File: config.mk
export PLATFORM = sky130hd
export DESIGN_NAME = uart_tx_buffered
export DESIGN_NICKNAME = d
export VERILOG_FILES = /design/src/rtl/uart_tx_buffered.sv
export SDC_FILE = /design/constraint.sdc
export NUM_CORES = 1
export LEC_CHECK = 0
export CORE_MARGIN = 2
export CORE_UTILIZATION = 60
export CTS_BUF_LIST = sky130_fd_sc_hd__clkbuf_8
export CTS_CLUSTER_SIZE = 30
export DETAILED_ROUTE_END_ITERATION = 16
export PLACE_DENSITY_LB_ADDON = 0.25
export SLEW_MARGIN = 5
export SYNTH_ARGS = -nofsm -noshare
export SYNTH_HDL_FRONTEND = slang
export SYNTH_SLANG_ARGS = --single-unit
File: constraint.sdc
create_clock -name clk -period 3.55 [get_ports clk]
set_clock_uncertainty 0.2 [all_clocks]
set_input_delay 0.71 -clock clk [delete_from_list [all_inputs] [get_ports clk]]
set_output_delay 0.71 -clock clk [all_outputs]
set_load 0.03 [all_outputs]
File: src/rtl/uart_tx_buffered.sv
// rtl/uart_tx_buffered.sv - byte FIFO feeding an 8N1 UART serializer
module uart_tx_buffered #(
    parameter int CLKS_PER_BIT = 868,
    parameter int FIFO_DEPTH   = 8
) (
    input  logic                          clk,
    input  logic                          rst,
    input  logic                          send_ce,
    input  logic [7:0]                    send_data,
    output logic                          send_busy,
    output logic                          Tx,
    output logic                          tx_idle,
    output logic [$clog2(FIFO_DEPTH):0]   fifo_count
);

    localparam int              PW        = $clog2(FIFO_DEPTH);
    localparam int              CW        = PW + 1;
    localparam logic [15:0]     BAUD_LAST = 16'(CLKS_PER_BIT - 1);
    localparam logic [CW-1:0]   FULL      = CW'(FIFO_DEPTH);

    typedef enum logic [1:0] {IDLE, START, DATA, STOP} state_t;

    state_t          state, state_next;
    logic [7:0]      mem [FIFO_DEPTH];
    logic [PW-1:0]   wr_ptr, rd_ptr;
    logic [CW-1:0]   count_next;
    logic [15:0]     baud_cnt, baud_next;
    logic [2:0]      bit_idx, bit_next;
    logic [7:0]      shift_reg;
    logic            wr_en, pop, baud_done, tx_next;

    // A write is taken only when the FIFO is not full; a pop in the same
    // cycle does not rescue a write that arrived while full.
    assign wr_en     = send_ce && !send_busy;
    assign baud_done = (baud_cnt == BAUD_LAST);
    assign tx_idle   = (state == IDLE) && (fifo_count == '0);

    // Occupancy after this edge from the write/pop combination.
    always_comb begin
        count_next = fifo_count;
        case ({wr_en, pop})
            2'b10:   count_next = fifo_count + CW'(1);
            2'b01:   count_next = fifo_count - CW'(1);
            default: count_next = fifo_count;
        endcase
    end

    // Byte storage; contents need no reset since pointers define validity.
    always_ff @(posedge clk) begin
        if (wr_en) begin
            mem[wr_ptr] <= send_data;
        end
    end

    // State, counters, FIFO bookkeeping and the registered serial line.
    always_ff @(posedge clk or negedge rst) begin
        if (!rst) begin
            state      <= IDLE;
            baud_cnt   <= '0;
            bit_idx    <= '0;
            shift_reg  <= '0;
            Tx         <= 1'b1;
            wr_ptr     <= '0;
            rd_ptr     <= '0;
            fifo_count <= '0;
            send_busy  <= 1'b0;
        end else begin
            state      <= state_next;
            baud_cnt   <= baud_next;
            bit_idx    <= bit_next;
            Tx         <= tx_next;
            fifo_count <= count_next;
            send_busy  <= (count_next == FULL);
            if (pop) begin
                shift_reg <= mem[rd_ptr];
                rd_ptr    <= rd_ptr + PW'(1);
            end
            if (wr_en) begin
                wr_ptr <= wr_ptr + PW'(1);
            end
        end
    end

    // Frame sequencing: each phase lasts CLKS_PER_BIT cycles; STOP chains
    // straight into the next START when bytes are waiting.
    always_comb begin
        state_next = state;
        baud_next  = baud_cnt;
        bit_next   = bit_idx;
        case (state)
            IDLE: begin
                baud_next = '0;
                bit_next  = '0;
                if (fifo_count != '0) begin
                    state_next = START;
                end
            end
            START: begin
                if (baud_done) begin
                    baud_next  = '0;
                    state_next = DATA;
                end else begin
                    baud_next = baud_cnt + 16'd1;
                end
            end
            DATA: begin
                if (baud_done) begin
                    baud_next = '0;
                    if (bit_idx == 3'd7) begin
                        bit_next   = '0;
                        state_next = STOP;
                    end else begin
                        bit_next = bit_idx + 3'd1;
                    end
                end else begin
                    baud_next = baud_cnt + 16'd1;
                end
            end
            STOP: begin
                if (baud_done) begin
                    baud_next  = '0;
                    state_next = (fifo_count != '0) ? START : IDLE;
                end else begin
                    baud_next = baud_cnt + 16'd1;
                end
            end
            default: state_next = IDLE;
        endcase
    end

    // Pop strobe and the line level to register for the upcoming cycle.
    always_comb begin
        pop = (fifo_count != '0) &&
              ((state == IDLE) || ((state == STOP) && baud_done));
        case (state_next)
            START:   tx_next = 1'b0;
            DATA:    tx_next = shift_reg[bit_next];
            default: tx_next = 1'b1;
        endcase
    end

endmodule

==> results of run 1 <==
[stage by stage]
| stage | std cells | hold slack [ns] | cell area [sq um] |
|---|---|---|---|
| finish | 441 | 0.2529 | 5065 |
| global placement | 425 | 0.2534 | 4855 |
| detailed placement | 425 | 0.2687 | 4855 |
| CTS | 441 | 0.2695 | 5065 |
| floorplan | 305 | 0.2144 | 4508 |
| global route | 441 | 0.3192 | 5065 |
[power groups by stage]
| stage | logic, mW | registers, mW | clock network [mW] |
|---|---|---|---|
| after floorplan | 0.696 | 1.76 | 0 |
| after global placement | 0.975 | 1.78 | 0 |
| after detailed placement | 1.00 | 1.80 | 0 |
| after CTS | 1.00 | 1.77 | 0.766 |
| after global routing | 1.09 | 1.80 | 0.814 |
| final | 0.990 | 1.77 | 0.737 |
[logic make-up (layout without fill, tap and decap cells)]
group,Yosys count,after routing,share of synthesized area (%)
compound gates,26,26,4.163
xor+xnor,22,22,4.274
fa+ha+maj,7,7,1.943
buf+inv,16,53,1.637
flops,105,105,65.42
mux,30,30,11.38
simple gates,99,99,11.19
[area by class of cell]
type | instances | area [sq um] | area share, %
flip-flops and latches | 105 | 2949 | 58.23
multi-input cells | 184 | 1485 | 29.32
repair buffers | 32 | 277.8 | 5.484
clock buffers | 9 | 123.9 | 2.446
well taps | 99 | 123.9 | 2.446
clock inverters | 7 | 86.33 | 1.705
inverters | 5 | 18.77 | 0.3706
[layout by cell type, fill, tap and decap left out, types with 4 or more instances in the layout]
master	n
edfxtp_1	64
dfrtp_1	40
nand2_1	31
nor2_1	22
mux4_2	16
clkdlybuf4s50_1	16
buf_4	15
xnor2_1	11
xor2_1	11
o21ai_0	10
mux2i_1	10
clkbuf_8	9
nor3_1	8
nand3_1	7
ha_1	7
nor2b_1	5
and3_1	5
a21oi_1	5
inv_1	4
[critical path, stage by stage, from the launching register on]
cell and delay, ns:
dfrtp_1 0.47, or4_4 0.60, nor3_1 0.15, clkdlybuf4s50_1 0.69
[worst paths after layout]
kind	slack [ns]	end	depth (start not counted)
setup reg to reg	0.46	send_busy$_DFF_PN0_	13
setup / recovery	0.35	tx_idle	3
hold reg to reg	0.28	shift_reg[4]$_DFFE_PN0P_	2
min in group clk	0.28	shift_reg[4]$_DFFE_PN0P_	2
max in group asynchronous	2.32	shift_reg[0]$_DFFE_PN0P_	1
hold / removal	0.25	wr_ptr[1]$_DFFE_PN0P_	1
[per-layer routing]
layer / track usage, % / vias up / part of all wire [%]
met5: 0 / - / 0
met4: 7.692 / 0 / 1.6
met3: 5.008 / 10 / 3.2
met2: 34.20 / 54 / 53
met1: 26.60 / 1273 / 42
li1: - / 1195 / -
==> key figures, run 1 <==
Clocking
  • Post-cts gate resize count: 0
  • Root Buffer: clkbuf_8
  • Setup Buffers After CTS: 0
  • Latest clock arrival within the worst-skew pair: 0.37 ns
  • H-tree depth: 3
  • Hold_buf cts: 0
  • Clk sink count: 105
  • Clock transition at path regs: 0.12 ns
  • Clk buf depth: 2
  • CTS Buf Count: 9
  • CTS tree: done

Timing
  • RSZ-0062 raised after global routing: false
  • Tcrit/Tclk final: 90.01%
  • Final Max Tran Viols: 0
  • F_max: 313.0 MHz
  • Final setup vio count: 0
  • Crit path time final: 3.195 ns
  • Hold Vio Cnt, Final: 0
  • Setup_tns: 0 ns
  • Slew Limit Headroom: 40.24%
  • Setup WS post-layout: 0.3547 ns
  • Worst-Margin Slew: 0.8964 ns

Floorplanning
  • Die X-Extent: 90.68 microns
  • Die Y: 90.68 microns
  • Num rows: 31
  • Starting density of the core: 62.15%
  • Ports: 18
  • Core ar.: 0.007253 sq mm
  • Die area: 0.008223 sq mm

Yosys
  • Synth Net Count: 323
  • Most frequent cell after synthesis: edfxtp_1
  • Synth Area per Inst: 14.78 sq um
  • Post-synth top cells: edfxtp_1 (64), dfrtp_1 (40), nand2_1 (31), nor2_1 (22), mux4_2 (16)
  • Post-synth EDFFs: 64
  • Synth top area share: 42.63%
  • Post-synth top area cell: edfxtp_1
  • Prevailing post-synth register cell: edfxtp_1
  • Synth Cell Area: 0.004508 sq mm
  • Distinct cells, synth: 49
  • #FFs+latches synth: 105
  • Sequential share of the synthesized area: 65.42%
  • Synthesized instance count: 305
  • Top post-synthesis cells by area: edfxtp_1 (43%), dfrtp_1 (22%), mux4_2 (8.0%)
  • Asr flop ratio synth: 39.05%
  • Warning count from the yosys run: 0

Power and ir drop
  • Power per cell area: 690.2 mW/mm^2
  • Combinational power share: 28.3%
  • Net Sw Frac: 33.05%
  • Int Pwr: 2.340 mW
  • Sw Pwr: 1.155 mW
  • Leak pwr: 1.920 nW
  • Flop pwr share: 50.6%
  • Worst ir drop on vdd: 0.3944 mV
  • Clk pwr share: 21.1%
  • Power Total: 3.496 mW

Routing
  • DRC: 0
  • Final ANT Viol Nets: 0
  • WL/cell: 17.37 microns
  • TritonRoute pass-1 iters: 4
  • Final wirelength: 7659 microns
  • Routed vias/inst: 5.741
  • Via Count: 2532
  • Drt first-iter violations: 106

Setup path
  • Critical path arrival: 2.29 ns
  • CP endpoint kind: output port
  • Reg2reg start: baud_cnt[0]$_DFF_PN0_
  • Origin of the worst setup path: fifo_count[0]$_DFF_PN0_
  • Crit Path Class: reg -> out
  • Data required, critical path: 2.64 ns
  • Startpoint type of the worst setup path: flip-flop
  • Worst-path fanout max: 6

Global route
  • Remaining Overflow, GRT: 0
  • Number of global-route vias before repair: 2558
  • First-pass GRT wire length: 12910 microns
  • Tot GR Track Use: 20.62%
  • Antenna violations before repair: 0
  • Largest net degree at the start of global routing: 42

Finish
  • Syn-to-layout area delta: 12.35%
  • Final core occ: 69.83%
  • Layout Nets: 355
  • Fraction of layout cells with a size suffix above 1: 18.13%
  • FILL cells: 504
  • Largest register FFs: 64
  • Diode count: 0

Flow run
  • Max cap viols: 0

Placement
  • RD Place Congestion: 0.7837
  • # port buffers: 17
  • Pre-CTS WS: 0.1996 ns
  • Dpl hpwl: 5214 microns

Hold path
  • Worst hold-check path type: in -> async

Run status
  • Status: finished clean
Note: power is estimated with default switching activity, not from simulation.
==> inputs of run 2 (changes only) <==
ABC_CLOCK_PERIOD_IN_PS = 3550   (was default)
==> results of run 2 <==
The final DEF is identical to that of run 1; final timing and power are the same.
==> inputs of run 3 (changes only) <==
CORE_MARGIN = default   (was 2)
SLEW_MARGIN = default   (was 5)
==> key figures, run 3 (synthesis results as in run 1) <==
Timing
  • RSZ-0062 raised after global routing: false
  • F_max: 311.6 MHz (-0.42%)
  • Tcrit/Tclk final: 90.39% (+0.38 points)
  • Hold Vio Cnt, Final: 0 (unchanged)
  • Hold slack final: 0.2549 ns (+0.002089 ns)
  • Setup_tns: 0 ns (unchanged)
  • Final Max Tran Viols: 0 (unchanged)
  • Worst-Margin Slew: 0.9901 ns (+0.09375 ns)
  • Final setup vio count: 0 (unchanged)
  • Slew Limit Headroom: 33.99% (-6.2 points)
  • Crit path time final: 3.209 ns (+0.01363 ns)

Floorplanning
  • Die Y: 88.68 microns (-2.2%)
  • Ports: 18 (unchanged)
  • Die X-Extent: 88.68 microns (-2.2%)
  • Starting density of the core: 62.15% (unchanged)
  • Die area: 0.007864 sq mm (-4.4%)
  • Core ar.: 0.007253 sq mm (unchanged)
  • Num rows: 31 (unchanged)

Clocking
  • Setup Buffers After CTS: 0 (unchanged)
  • H-tree depth: 3 (unchanged)
  • CTS tree: done
  • Clock transition at path regs: 0.11 ns (about the same)
  • Latest clock arrival within the worst-skew pair: 0.38 ns (about the same)
  • Post-cts gate resize count: 0 (unchanged)
  • Clk sink count: 105 (unchanged)
  • Root Buffer: clkbuf_8
  • Clk buf depth: 2 (unchanged)
  • Hold_buf cts: 0 (unchanged)
  • CTS Buf Count: 9 (unchanged)

Finish
  • Fraction of layout cells with a size suffix above 1: 17.89% (-0.24 points)
  • Diode count: 0 (unchanged)
  • Syn-to-layout area delta: 11.99%
  • Most frequent cells in the layout: edfxtp_1 (64), dfrtp_1 (40), nand2_1 (31)
  • Largest register FFs: 64 (unchanged)
  • Layout Nets: 354 (-0.28%)
  • Most common cell after layout, fill and taps aside: edfxtp_1
  • Final core occ: 69.60% (-0.22 points)
  • Fin area: 0.005049 sq mm (-0.32%)
  • FILL cells: 499 (-0.99%)

Placement
  • Dpl cell area: 0.004847 sq mm (-0.15%)
  • Dpl hpwl: 5202 microns (-0.22%)
  • # port buffers: 17 (unchanged)
  • RD Place Congestion: 0.7442 (-5.0%)

Global route
  • Tot GR Track Use: 22.03% (+1.4 points)
  • Antenna violations before repair: 0 (unchanged)
  • First-pass GRT wire length: 12310 microns (-4.6%)
  • Number of global-route vias before repair: 2489 (-2.7%)
  • Remaining Overflow, GRT: 0 (unchanged)
  • Largest net degree at the start of global routing: 42 (unchanged)

Setup path
  • Crit Path Class: reg -> out
  • Reg2reg start: baud_cnt[0]$_DFF_PN0_
  • Cell family with the largest share of critical-path delay: simple AND/OR/NAND/NOR gates
  • Crit-path max cell delay: 0.69 ns (about the same)
  • Crit path cell chain: or4_4 -> nor3_1 -> clkdlybuf4s50_1
  • Data required, critical path: 2.64 ns (about the same)
  • Reg-to-Reg End: send_busy$_DFF_PN0_
  • Crit-path slowest cell: clkdlybuf4s50_1
  • CP endpoint kind: output port
  • Critical path arrival: 2.30 ns (about the same)
  • Worst-path fanout max: 6 (unchanged)
  • Startpoint type of the worst setup path: flip-flop
  • Worst Path Buf+Inv: 1 (unchanged)
  • R2R Setup Slk: 0.45 ns (about the same)
  • Worst Reg-to-Reg Cells: 12 (-1)

Run status
  • Status: finished clean

Routing
  • Final ANT Viol Nets: 0 (unchanged)
  • WL/cell: 17.32 microns (-0.30%)
  • Final wirelength: 7619 microns (-0.52%)
  • Via Count: 2444 (-3.5%)
  • Drt first-iter violations: 98 (-7.5%)
  • TritonRoute pass-1 iters: 4 (unchanged)
  • DRC: 0 (unchanged)
  • Routed vias/inst: 5.555 (-3.3%)

Power and ir drop
  • Leak pwr: 1.909 nW (-0.57%)
  • Power per cell area: 692.2 mW/mm^2 (+0.29%)
  • Worst ir drop on vdd: 0.4228 mV (+7.2%)
  • Power Total: 3.495 mW (about the same)

Hold path
  • Worst hold-check path type: in -> async

Flow run
  • Max cap viols: 0 (unchanged)
==> run 3: changes by cell type in the layout (fill, tap and decap cells not counted), sizes merged <==
cell      previous run  this run
buf                 16        15
clkinv               4         3
clkinvlp             0         1
==> run 3: power breakdown <==
part | internal [mW] | total, mW | switching, mW
clock | 0.282 | 0.730 | 0.449
sequential | 1.55 | 1.82 | 0.265
combinational | 0.501 | 0.945 | 0.444
==> run 3: worst reg2reg max path: stages (launching register included) <==
cell	delay [ns]
dfrtp_1	0.43
ha_1	0.29
and4bb_1	0.21
and4_1	0.29
or2_2	0.37
nand2_2	0.07
inv_1	0.07
ha_1	0.21
a21oi_1	0.21
xnor2_1	0.15
nor2_1	0.07
xor2_1	0.16
nor4b_2	0.28
==> run 3: metrics by stage <==
stage | setup WS [ns] | instances
after global routing | 0.2303 | 440
after CTS | 0.3307 | 440
final | 0.3411 | 440
after floorplan | 0.5457 | 305
after detailed placement | 0.1888 | 424
after global placement | 0.3392 | 424
==> run 3: worst max-delay path by stage <==
stage	from	endpoint	slack (ns)	cells past startpoint
2_1_floorplan	baud_cnt[0]$_DFF_PN0_	send_busy$_DFF_PN0_	0.55	14
3_3_place_gp	send_ce	send_busy$_DFF_PN0_	0.34	11
3_5_place_dp	send_ce	send_busy$_DFF_PN0_	0.19	11
4_1_cts	fifo_count[0]$_DFF_PN0_	tx_idle	0.33	3
5_1_grt	baud_cnt[0]$_DFF_PN0_	send_busy$_DFF_PN0_	0.23	12
6_report	fifo_count[0]$_DFF_PN0_	tx_idle	0.34	3
==> run 3: routing by layer <==
| metal | global-route usage [%] | part of all wire (%) |
|---|---|---|
| met5 | 0 | 0 |
| met4 | 6.745 | 1.4 |
| met3 | 5.970 | 2.3 |
| met2 | 37.34 | 52 |
| met1 | 27.96 | 44 |
==> run 3: cell type report <==
type	count	area [sq um]	share of cell area, %
repair buffers	31	270.3	5.353
well taps	99	123.9	2.454
clock inverters	7	77.57	1.537
multi-input cells	184	1485	29.42
inverters	5	18.77	0.3717
clock buffers	9	123.9	2.454
flip-flops and latches	105	2949	58.41
